## src/rtl/gpu_apb_master_if.sv

```systemverilog
// Bundles the host command handshake and the APB write bus of gpu_apb_master.
// Handshake: a command transfers on a rising edge when cmd_valid_i && cmd_ready_o; the producer holds addr/data while valid && !ready.
interface gpu_apb_master_if;
  logic        cmd_valid_i;
  logic [31:0] cmd_addr_i;
  logic [31:0] cmd_data_i;
  logic        cmd_ready_o;
  logic [31:0] pAddr_o;
  logic [31:0] pDataWrite_o;
  logic        pSel_o;
  logic        pEnable_o;
  logic        pWrite_o;

  modport master (
    input  cmd_valid_i, cmd_addr_i, cmd_data_i,
    output cmd_ready_o, pAddr_o, pDataWrite_o, pSel_o, pEnable_o, pWrite_o
  );

  modport slave (
    output cmd_valid_i, cmd_addr_i, cmd_data_i,
    input  cmd_ready_o, pAddr_o, pDataWrite_o, pSel_o, pEnable_o, pWrite_o
  );
endinterface

```

## src/rtl/gpu_apb_master.sv

```systemverilog
// APB write initiator: buffers host commands in a small FIFO and issues each
// as a zero-wait-state APB write (SETUP then ACCESS), back-to-back when possible.
module gpu_apb_master #(
  parameter int FIFO_DEPTH = 4,
  parameter int CNT_BITS   = 16
) (
  input  logic                          clk,
  input  logic                          n_rst,
  gpu_apb_master_if.master              bus_if,
  output logic                          idle_o,
  output logic                          xfer_done_o,
  output logic [$clog2(FIFO_DEPTH):0]   fifo_count_o,
  output logic [CNT_BITS-1:0]           txn_count_o,
  output logic [1:0]                    state_o
);
  localparam int PTR_W = $clog2(FIFO_DEPTH);
  localparam int CNT_W = PTR_W + 1;
  localparam logic [CNT_W-1:0] FULL_CNT = CNT_W'(FIFO_DEPTH);

  typedef enum logic [1:0] {
    IDLE   = 2'd0,
    SETUP  = 2'd1,
    ACCESS = 2'd2
  } state_e;

  state_e state_q, state_d;

  logic [31:0]         addr_mem [FIFO_DEPTH];
  logic [31:0]         data_mem [FIFO_DEPTH];
  logic [PTR_W-1:0]    wr_ptr_q, wr_ptr_d;
  logic [PTR_W-1:0]    rd_ptr_q, rd_ptr_d;
  logic [CNT_W-1:0]    count_q, count_d;
  logic                full, empty, push, pop;

  logic [31:0]         paddr_q, paddr_d;
  logic [31:0]         pdata_q, pdata_d;
  logic                psel_q, psel_d;
  logic                penable_q, penable_d;
  logic [CNT_BITS-1:0] txn_count_q, txn_count_d;

  // Full/empty come from the occupancy count so wrapped pointers never alias.
  assign full  = (count_q == FULL_CNT);
  assign empty = (count_q == '0);
  assign push  = bus_if.cmd_valid_i && !full;
  assign pop   = !empty && ((state_q == IDLE) || (state_q == ACCESS));

  always_comb begin
    wr_ptr_d = wr_ptr_q + PTR_W'(push);
    rd_ptr_d = rd_ptr_q + PTR_W'(pop);
    count_d  = count_q + CNT_W'(push) - CNT_W'(pop);
  end

  always_ff @(posedge clk) begin
    if (!n_rst && push) begin
      addr_mem[wr_ptr_q] <= bus_if.cmd_addr_i;
      data_mem[wr_ptr_q] <= bus_if.cmd_data_i;
    end
  end

  always_ff @(posedge clk) begin
    if (n_rst) begin
      state_q <= IDLE;
    end else begin
      state_q <= state_d;
    end
  end

  always_comb begin
    state_d = state_q;
    case (state_q)
      IDLE:    if (!empty) state_d = SETUP;
      SETUP:   state_d = ACCESS;
      ACCESS:  state_d = empty ? IDLE : SETUP;
      default: state_d = IDLE;
    endcase
  end

  // Next values of the registered APB outputs; address/data only move on a pop.
  always_comb begin
    paddr_d     = paddr_q;
    pdata_d     = pdata_q;
    psel_d      = psel_q;
    penable_d   = penable_q;
    txn_count_d = txn_count_q;
    case (state_q)
      IDLE: begin
        psel_d    = !empty;
        penable_d = 1'b0;
      end
      SETUP: begin
        psel_d    = 1'b1;
        penable_d = 1'b1;
      end
      ACCESS: begin
        psel_d      = !empty;
        penable_d   = 1'b0;
        txn_count_d = txn_count_q + 1'b1;
      end
      default: begin
        psel_d    = 1'b0;
        penable_d = 1'b0;
      end
    endcase
    if (pop) begin
      paddr_d = addr_mem[rd_ptr_q];
      pdata_d = data_mem[rd_ptr_q];
    end
  end

  always_ff @(posedge clk) begin
    if (n_rst) begin
      wr_ptr_q    <= '0;
      rd_ptr_q    <= '0;
      count_q     <= '0;
      paddr_q     <= '0;
      pdata_q     <= '0;
      psel_q      <= 1'b0;
      penable_q   <= 1'b0;
      txn_count_q <= '0;
    end else begin
      wr_ptr_q    <= wr_ptr_d;
      rd_ptr_q    <= rd_ptr_d;
      count_q     <= count_d;
      paddr_q     <= paddr_d;
      pdata_q     <= pdata_d;
      psel_q      <= psel_d;
      penable_q   <= penable_d;
      txn_count_q <= txn_count_d;
    end
  end

  assign bus_if.cmd_ready_o  = !full;
  assign bus_if.pAddr_o      = paddr_q;
  assign bus_if.pDataWrite_o = pdata_q;
  assign bus_if.pSel_o       = psel_q;
  assign bus_if.pEnable_o    = penable_q;
  assign bus_if.pWrite_o     = 1'b1;
  assign idle_o              = (state_q == IDLE) && empty;
  assign xfer_done_o         = (state_q == ACCESS);
  assign fifo_count_o        = count_q;
  assign txn_count_o         = txn_count_q;
  assign state_o             = state_q;
endmodule

```

## src/flat_wrapper.sv

```systemverilog
// flat-port wrapper written by rule: the top's interface ports become plain ports
module gpu_apb_master_flat 
#(
  parameter int FIFO_DEPTH = 4,
  parameter int CNT_BITS   = 16
)
  (clk, n_rst, idle_o, xfer_done_o, fifo_count_o, txn_count_o, state_o, bus_if_cmd_valid_i, bus_if_cmd_addr_i, bus_if_cmd_data_i, bus_if_cmd_ready_o, bus_if_pAddr_o, bus_if_pDataWrite_o, bus_if_pSel_o, bus_if_pEnable_o, bus_if_pWrite_o);
  gpu_apb_master_if bus_if_i ();
  input  logic clk;
  input  logic n_rst;
  output logic idle_o;
  output logic xfer_done_o;
  output logic [$clog2(FIFO_DEPTH):0] fifo_count_o;
  output logic [CNT_BITS-1:0] txn_count_o;
  output logic [1:0] state_o;
  input wire logic [$bits(bus_if_i.cmd_valid_i)-1:0] bus_if_cmd_valid_i;
  input wire logic [$bits(bus_if_i.cmd_addr_i)-1:0] bus_if_cmd_addr_i;
  input wire logic [$bits(bus_if_i.cmd_data_i)-1:0] bus_if_cmd_data_i;
  output wire logic [$bits(bus_if_i.cmd_ready_o)-1:0] bus_if_cmd_ready_o;
  output wire logic [$bits(bus_if_i.pAddr_o)-1:0] bus_if_pAddr_o;
  output wire logic [$bits(bus_if_i.pDataWrite_o)-1:0] bus_if_pDataWrite_o;
  output wire logic [$bits(bus_if_i.pSel_o)-1:0] bus_if_pSel_o;
  output wire logic [$bits(bus_if_i.pEnable_o)-1:0] bus_if_pEnable_o;
  output wire logic [$bits(bus_if_i.pWrite_o)-1:0] bus_if_pWrite_o;
  assign bus_if_i.cmd_valid_i = bus_if_cmd_valid_i;
  assign bus_if_i.cmd_addr_i = bus_if_cmd_addr_i;
  assign bus_if_i.cmd_data_i = bus_if_cmd_data_i;
  assign bus_if_cmd_ready_o = bus_if_i.cmd_ready_o;
  assign bus_if_pAddr_o = bus_if_i.pAddr_o;
  assign bus_if_pDataWrite_o = bus_if_i.pDataWrite_o;
  assign bus_if_pSel_o = bus_if_i.pSel_o;
  assign bus_if_pEnable_o = bus_if_i.pEnable_o;
  assign bus_if_pWrite_o = bus_if_i.pWrite_o;
  gpu_apb_master #(.FIFO_DEPTH(FIFO_DEPTH), .CNT_BITS(CNT_BITS)) u_core (.clk(clk), .n_rst(n_rst), .bus_if(bus_if_i), .idle_o(idle_o), .xfer_done_o(xfer_done_o), .fifo_count_o(fifo_count_o), .txn_count_o(txn_count_o), .state_o(state_o));
endmodule
```

## config.mk

```make
export PLATFORM = sky130hd
export DESIGN_NAME = gpu_apb_master_flat
export DESIGN_NICKNAME = d
export VERILOG_FILES = /design/src/rtl/gpu_apb_master_if.sv /design/src/rtl/gpu_apb_master.sv /design/src/flat_wrapper.sv
export SDC_FILE = /design/constraint.sdc
export NUM_CORES = 1
export LEC_CHECK = 0
export CORE_MARGIN = 3
export CORE_UTILIZATION = 31
export DETAILED_ROUTE_END_ITERATION = 12
export PLACE_DENSITY = 0.6
export SLEW_MARGIN = 40
export SYNTH_ARGS = -nofsm -noshare
export SYNTH_HDL_FRONTEND = slang
export SYNTH_SLANG_ARGS = --single-unit
```

## constraint.sdc

```tcl
create_clock -name clk -period 14.45 [get_ports clk]
set_clock_uncertainty 0.15 [all_clocks]
set_input_delay 4.335 -clock clk [delete_from_list [all_inputs] [get_ports clk]]
set_output_delay 4.335 -clock clk [all_outputs]
set_load 0.01 [all_outputs]
```

==> results.md <==
* Outcome: finished clean
* Fill count at approximately 3700
* Dpl ws at slightly below 8 ns
* Placeable Area at 40000 um2
* CP Launch Type: register
* Final setup viols at 0
* Asr flop ratio synth at 0%
* Row count at 73
* Hold slack final at 0.301 ns
* Final net count at 979
* Drt first pass iters at 5
* Final Power at 2.96 mW
* Clock Sinks at between 300 and 400
* Hold violation count in the final report at 0
* PwrDens at around 180 nW/um2
* Placed cells at around 1400
* RSZ-0062 raised after global routing: false
* Ant diodes at 0
* Syn. warnings at 0
* GRT Total Usage at between 10 and 15%
* Clk_lat worst skew at 0.51 ns
* Root Buffer Master: clkbuf_16
* Routed Wire Length at 27.0 mm
* Worst slew pin tran at about 0.73 ns
* CTS tree: yes
* Critical-path top delay cell: nor3_1
* Post-cts sizing count at 0
* Top Ports at between 150 and 200
* Avg WL per Cell at around 18 um
* Design area at 16000 um2
* Synth top area share at 60.8%
* Utilization after layout at about two fifths
* Slew headroom at 51.1%
* Post-synth EDFFs at between 200 and 300
* Worst path cell trace: nor3_1, nor3b_1, clkdlybuf4s50_1
* Die X at 208 um
* Commonest non-fill, non-tap cell in the layout: edfxtp_1
* ANT nets after route at 0
* Area Growth Syn to Fin at 26.6%
* Bufs and invs on worst path at 1
* Clk slew on worst S/H paths at ~0.06 ns
* Via density at 4.68
* Critical Path AT at approximately 2.4 ns
* Yosys top cell by area: edfxtp_1
* Post-synth top flop: edfxtp_1
* Maximum level of the CTS H-tree at 2
* Mapped Cells at about 750
* Vias at 6844
* Max clock buf depth at 3
* Die footprint at 43200 um2
* Final worst setup slack at approximately 7.6 ns
* Total grt overflow at 0
* Port Buffer Count at 156
* Maximum clock rate at ~150 MHz
* Max-Cap Viols at 0
* Hold Buf Count CTS at 0
* Number of global-route vias before repair at between 7000 and 8000
* Initial core utilization at 31.6%
* Hold crit path type: register to register
* Layout Cells excl Fill at between 1000 and 1500
* Final Cycle Share at 47.5%
* CP max stage delay at approximately 0.6 ns
* Synthesized Nets at between 800 and 900
* Placer congestion estimate at 0.718
* Synth unique cells at 40
* Synth Register Bits at between 300 and 400
* DP HPWL at approximately 16 mm
* Die Y-Extent at slightly above 200 um
* Worst EP required at ~10 ns
* 1st-iter DRT viols at 470
* Final Max Tran Viols at 0
* Seq/Total Area, Yosys at between 70% and 80%
* Post-Syn Area at between 10000 and 15000 um2
* CP top delay family: simple AND/OR/NAND/NOR gates
* Area post-placement at approximately 15000 um2
* First-pass GRT wire length at about 42 mm
* Most frequent cells in the layout: 256 x edfxtp_1, 155 x clkdlybuf4s50_1, 135 x nand2_1
* Largest net degree at the start of global routing at 91
* Share of layout cells above drive strength 1 at between 15 and 20%
* Setup TNS Final at 0 ns
* Minimum clock period at ~6.9 ns
* LEAKAGE at 5.17 nW
* Top cells by area, synth: edfxtp_1 61%, dfxtp_1 14%, mux4_2 11%
* CTS Buf Count at 37
* Crit path max fanout at 5
* Initial antenna violation count at 2
* Syn_area_per_cell at 16.9 um2
* Post-CTS Setup Bufs at 0
* CP Class: register to output pin
* DRC violations left at 0
* Crit end category: output pin
* Worst vdd ir at roughly 0.15 mV
cell usage after synthesis, types with 3 or more instances:
master	count
clkbuf_1	14
edfxtp_1	256
ha_1	3
nor3b_1	4
dfxtp_1	91
inv_1	4
a21oi_1	69
buf_2	9
nand4_1	4
buf_1	6
o21ai_0	4
nor2_1	18
nor2b_1	3
buf_4	12
mux4_2	64
xnor2_1	6
or3_1	4
and2_1	3
nand3_1	6
xor2_1	9
nand2_1	135
cells by family after synthesis:
kind of cell,Yosys count,share of synthesized area (%)
AND/OR/NAND/NOR,193,6.82
other,1,0.0297
AO/OA/AOI/OAI,74,2.96
flip-flops,347,75.2
multiplexers,65,11.5
buffers and inverters,48,2.02
XOR/XNOR,15,1.04
adder cells (fa/ha/maj),4,0.455
path summary, 6_finish.rpt:
path | slack (ns) | cells after the start | start | to
worst max-delay path | 7.59 | 3 | u_core.fifo_count_o[1]$_SDFF_PP0_ | idle_o
worst min-delay path | 0.30 | 2 | u_core.bus_if.pDataWrite_o[7]$_SDFFE_PP0P_ | u_core.bus_if.pDataWrite_o[7]$_SDFFE_PP0P_
worst max register to register | 11.95 | 8 | u_core.fifo_count_o[1]$_SDFF_PP0_ | u_core.fifo_count_o[2]$_SDFF_PP0_
worst min register to register | 0.30 | 2 | u_core.bus_if.pDataWrite_o[7]$_SDFFE_PP0P_ | u_core.bus_if.pDataWrite_o[7]$_SDFFE_PP0P_
sequential cells by signal, summed over array words and instances, names as in the netlist:
signal	flops
u_core.state_o	2
u_core.bus_if.pEnable_o	1
u_core.wr_ptr_q	2
u_core.bus_if.pSel_o	1
u_core.txn_count_o	16
u_core.bus_if.pDataWrite_o	32
u_core.rd_ptr_q	2
u_core.fifo_count_o	3
u_core.bus_if.pAddr_o	32
u_core.addr_mem	128
u_core.data_mem	128
per-layer routing:
| metal | share of wire, % | global-route usage, % | vias to the layer above |
|---|---|---|---|
| met4 | 1.9 | 2.98 | 4 |
| met3 | 5.0 | 2.83 | 45 |
| li1 | - | - | 3141 |
| met2 | 49 | 20.9 | 173 |
| met5 | 0.085 | 0 | - |
| met1 | 44 | 16.5 | 3481 |
worst register-to-register path: stages (launching register included):
cell and delay (ns):
dfxtp_1 0.35, nor3_1 0.60, or3_2 0.26, nand2_1 0.06, ha_1 0.19, fa_1 0.39
xnor2_1 0.18, xnor2_1 0.13, nor2_1 0.05
power by group:
group	internal, mW	total, mW	leakage, nW	switching (mW)
clock	0.573	0.942	0.594	0.369
combinational	0.367	0.734	1.50	0.368
sequential	1.20	1.29	3.07	0.0842
total	2.14	2.96	5.17	0.821
area by class of cell:
| type | count | area [um2] | share of cell area, % |
|---|---|---|---|
| multi-input cells | 352 | 2920 | 18.3 |
| clock inverters | 16 | 185 | 1.16 |
| inverters | 4 | 15.0 | 0.0938 |
| clock buffers | 52 | 1030 | 6.46 |
| well taps | 525 | 657 | 4.10 |
| repair buffers | 166 | 1680 | 10.5 |
| flip-flops and latches | 347 | 9520 | 59.4 |
No activity file was read; power rests on OpenSTA's default activity.
==> RTL edit, RTL diff (config.mk and constraints unchanged) <==
`pdata_q` no longer has a reset.
--- a/src/rtl/gpu_apb_master.sv
+++ b/src/rtl/gpu_apb_master.sv
@@ -114,5 +114,4 @@
       count_q     <= '0;
       paddr_q     <= '0;
-      pdata_q     <= '0;
       psel_q      <= 1'b0;
       penable_q   <= 1'b0;
@@ -123,9 +122,12 @@
       count_q     <= count_d;
       paddr_q     <= paddr_d;
-      pdata_q     <= pdata_d;
       psel_q      <= psel_d;
       penable_q   <= penable_d;
       txn_count_q <= txn_count_d;
     end
+  end
+
+  always_ff @(posedge clk) begin
+    pdata_q <= pdata_d;
   end
 
Formal check against the unedited RTL: differs if n_rst is asserted again (counterexample within 4 cycles, from zero or initial values and one cycle with n_rst high); with n_rst held inactive, the same outputs for 4 cycles.
==> RTL edit against the unedited design <==
Sequential power rose by 4%. Total power fell by 0.28%. Sequential cell count did not move. Setup slack improved by 350 ps. Routed wire length fell by 5.5%. Synthesized area fell by 1.1%. Clock power fell by 0.8%. Design area fell by 0.56%. Critical endpoint unchanged. Largest power group unchanged.
==> RTL edit: results <==
{
  "hold_slack_ps": 304,
  "synth_cell_types": 39,
  "dp.cells": 1291,
  "place_area_mm2": 0.0147,
  "drt_first_iter_violations": 422,
  "p_int_mw": 2.17,
  "synth.top_cells.by_count": "edfxtp_1 (288), nand2_1 (72), mux4_2 (64)",
  "leakagePower_nw": 5.10,
  "synth_area_leaders": "edfxtp_1 (69%), mux4_2 (12%), dfxtp_1 (9.4%), nand2_1 (2.2%), a21oi_1 (1.4%)",
  "nFillCells": 3564,
  "path_delay_family": "buffers and inverters",
  "syn-num-nets": 705,
  "grt_max_degree": 63,
  "synth-seq-area-share_pct": 78.6,
  "comb_power_share_pct": 23.1,
  "reg2reg_depth": 6,
  "grt_use_met2_pct": 19.9,
  "hpwl_um": 16100,
  "p_comb_mw": 0.683,
  "grtUsageMet3_pct": 3.54,
  "track_usage_pct": 12.1,
  "p_clk_share_pct": 31.6,
  "grtUsageMet1_pct": 15.8,
  "cpMaxStageDelayCell": "clkdlybuf4s50_1",
  "setup_slack_ps": 7940,
  "root_buffer": "clkbuf_16",
  "status": "complete, no violations",
  "vias_per_cell": 4.53,
  "grt_pass1_wl_um": 39200,
  "met1_length_um": 11000,
  "detail_route.wl_per_cell_um": 18.8,
  "worst_slew_pin_slew_ps": 719,
  "drive_above_1_share_pct": 17.5,
  "arrival_ps": 2030,
  "min_from": "u_core.bus_if.pAddr_o[1]",
  "ir_drop_mv": 0.0859,
  "route.met2.wl_um": 12600,
  "r2r_end": "u_core.bus_if.pAddr_o[31]",
  "drt_first_pass_iters": 4,
  "nNetsFinal": 883,
  "whs_endpoint": "u_core.bus_if.pAddr_o[1]",
  "final_cells": 1358,
  "ff2ff_setup_slack_ps": 11420,
  "synthCells": 634,
  "wl_met3_um": 1530,
  "synth-edff-count": 288,
  "place_congestion": 0.705
}
RTL edit: cell count changes in the layout (fill, tap and decap cells not counted), moves of 5 or more:
cell	before	now
a21oi_1	69	34
dfxtp_1	89	57
clkinv_2	5	10
buf_6	6	1
buf_4	3	10
edfxtp_1	256	288
nand2_1	135	72
RTL edit: cell type report:
class                      instances  area [µm²]  area share, %
timing repair buffer             169        1680           10.6
tap                              518         648           4.07
sequential                       347        9840           61.8
clock buffer                      49        1010           6.36
multi-input combinational        254        2520           15.9
clock inverter                    18         206           1.30
inverter                           3        12.5         0.0786
RTL edit: logic make-up after synthesis:
family / after synthesis / share of synthesized area [%]
AND/OR/NAND/NOR: 130 / 5.12
flip-flops: 347 / 78.6
XOR/XNOR: 18 / 1.26
multiplexers: 65 / 11.6
buffers and inverters: 33 / 1.46
AO/OA/AOI/OAI: 36 / 1.44
other: 1 / 0.0300
adder cells (fa/ha/maj): 4 / 0.460
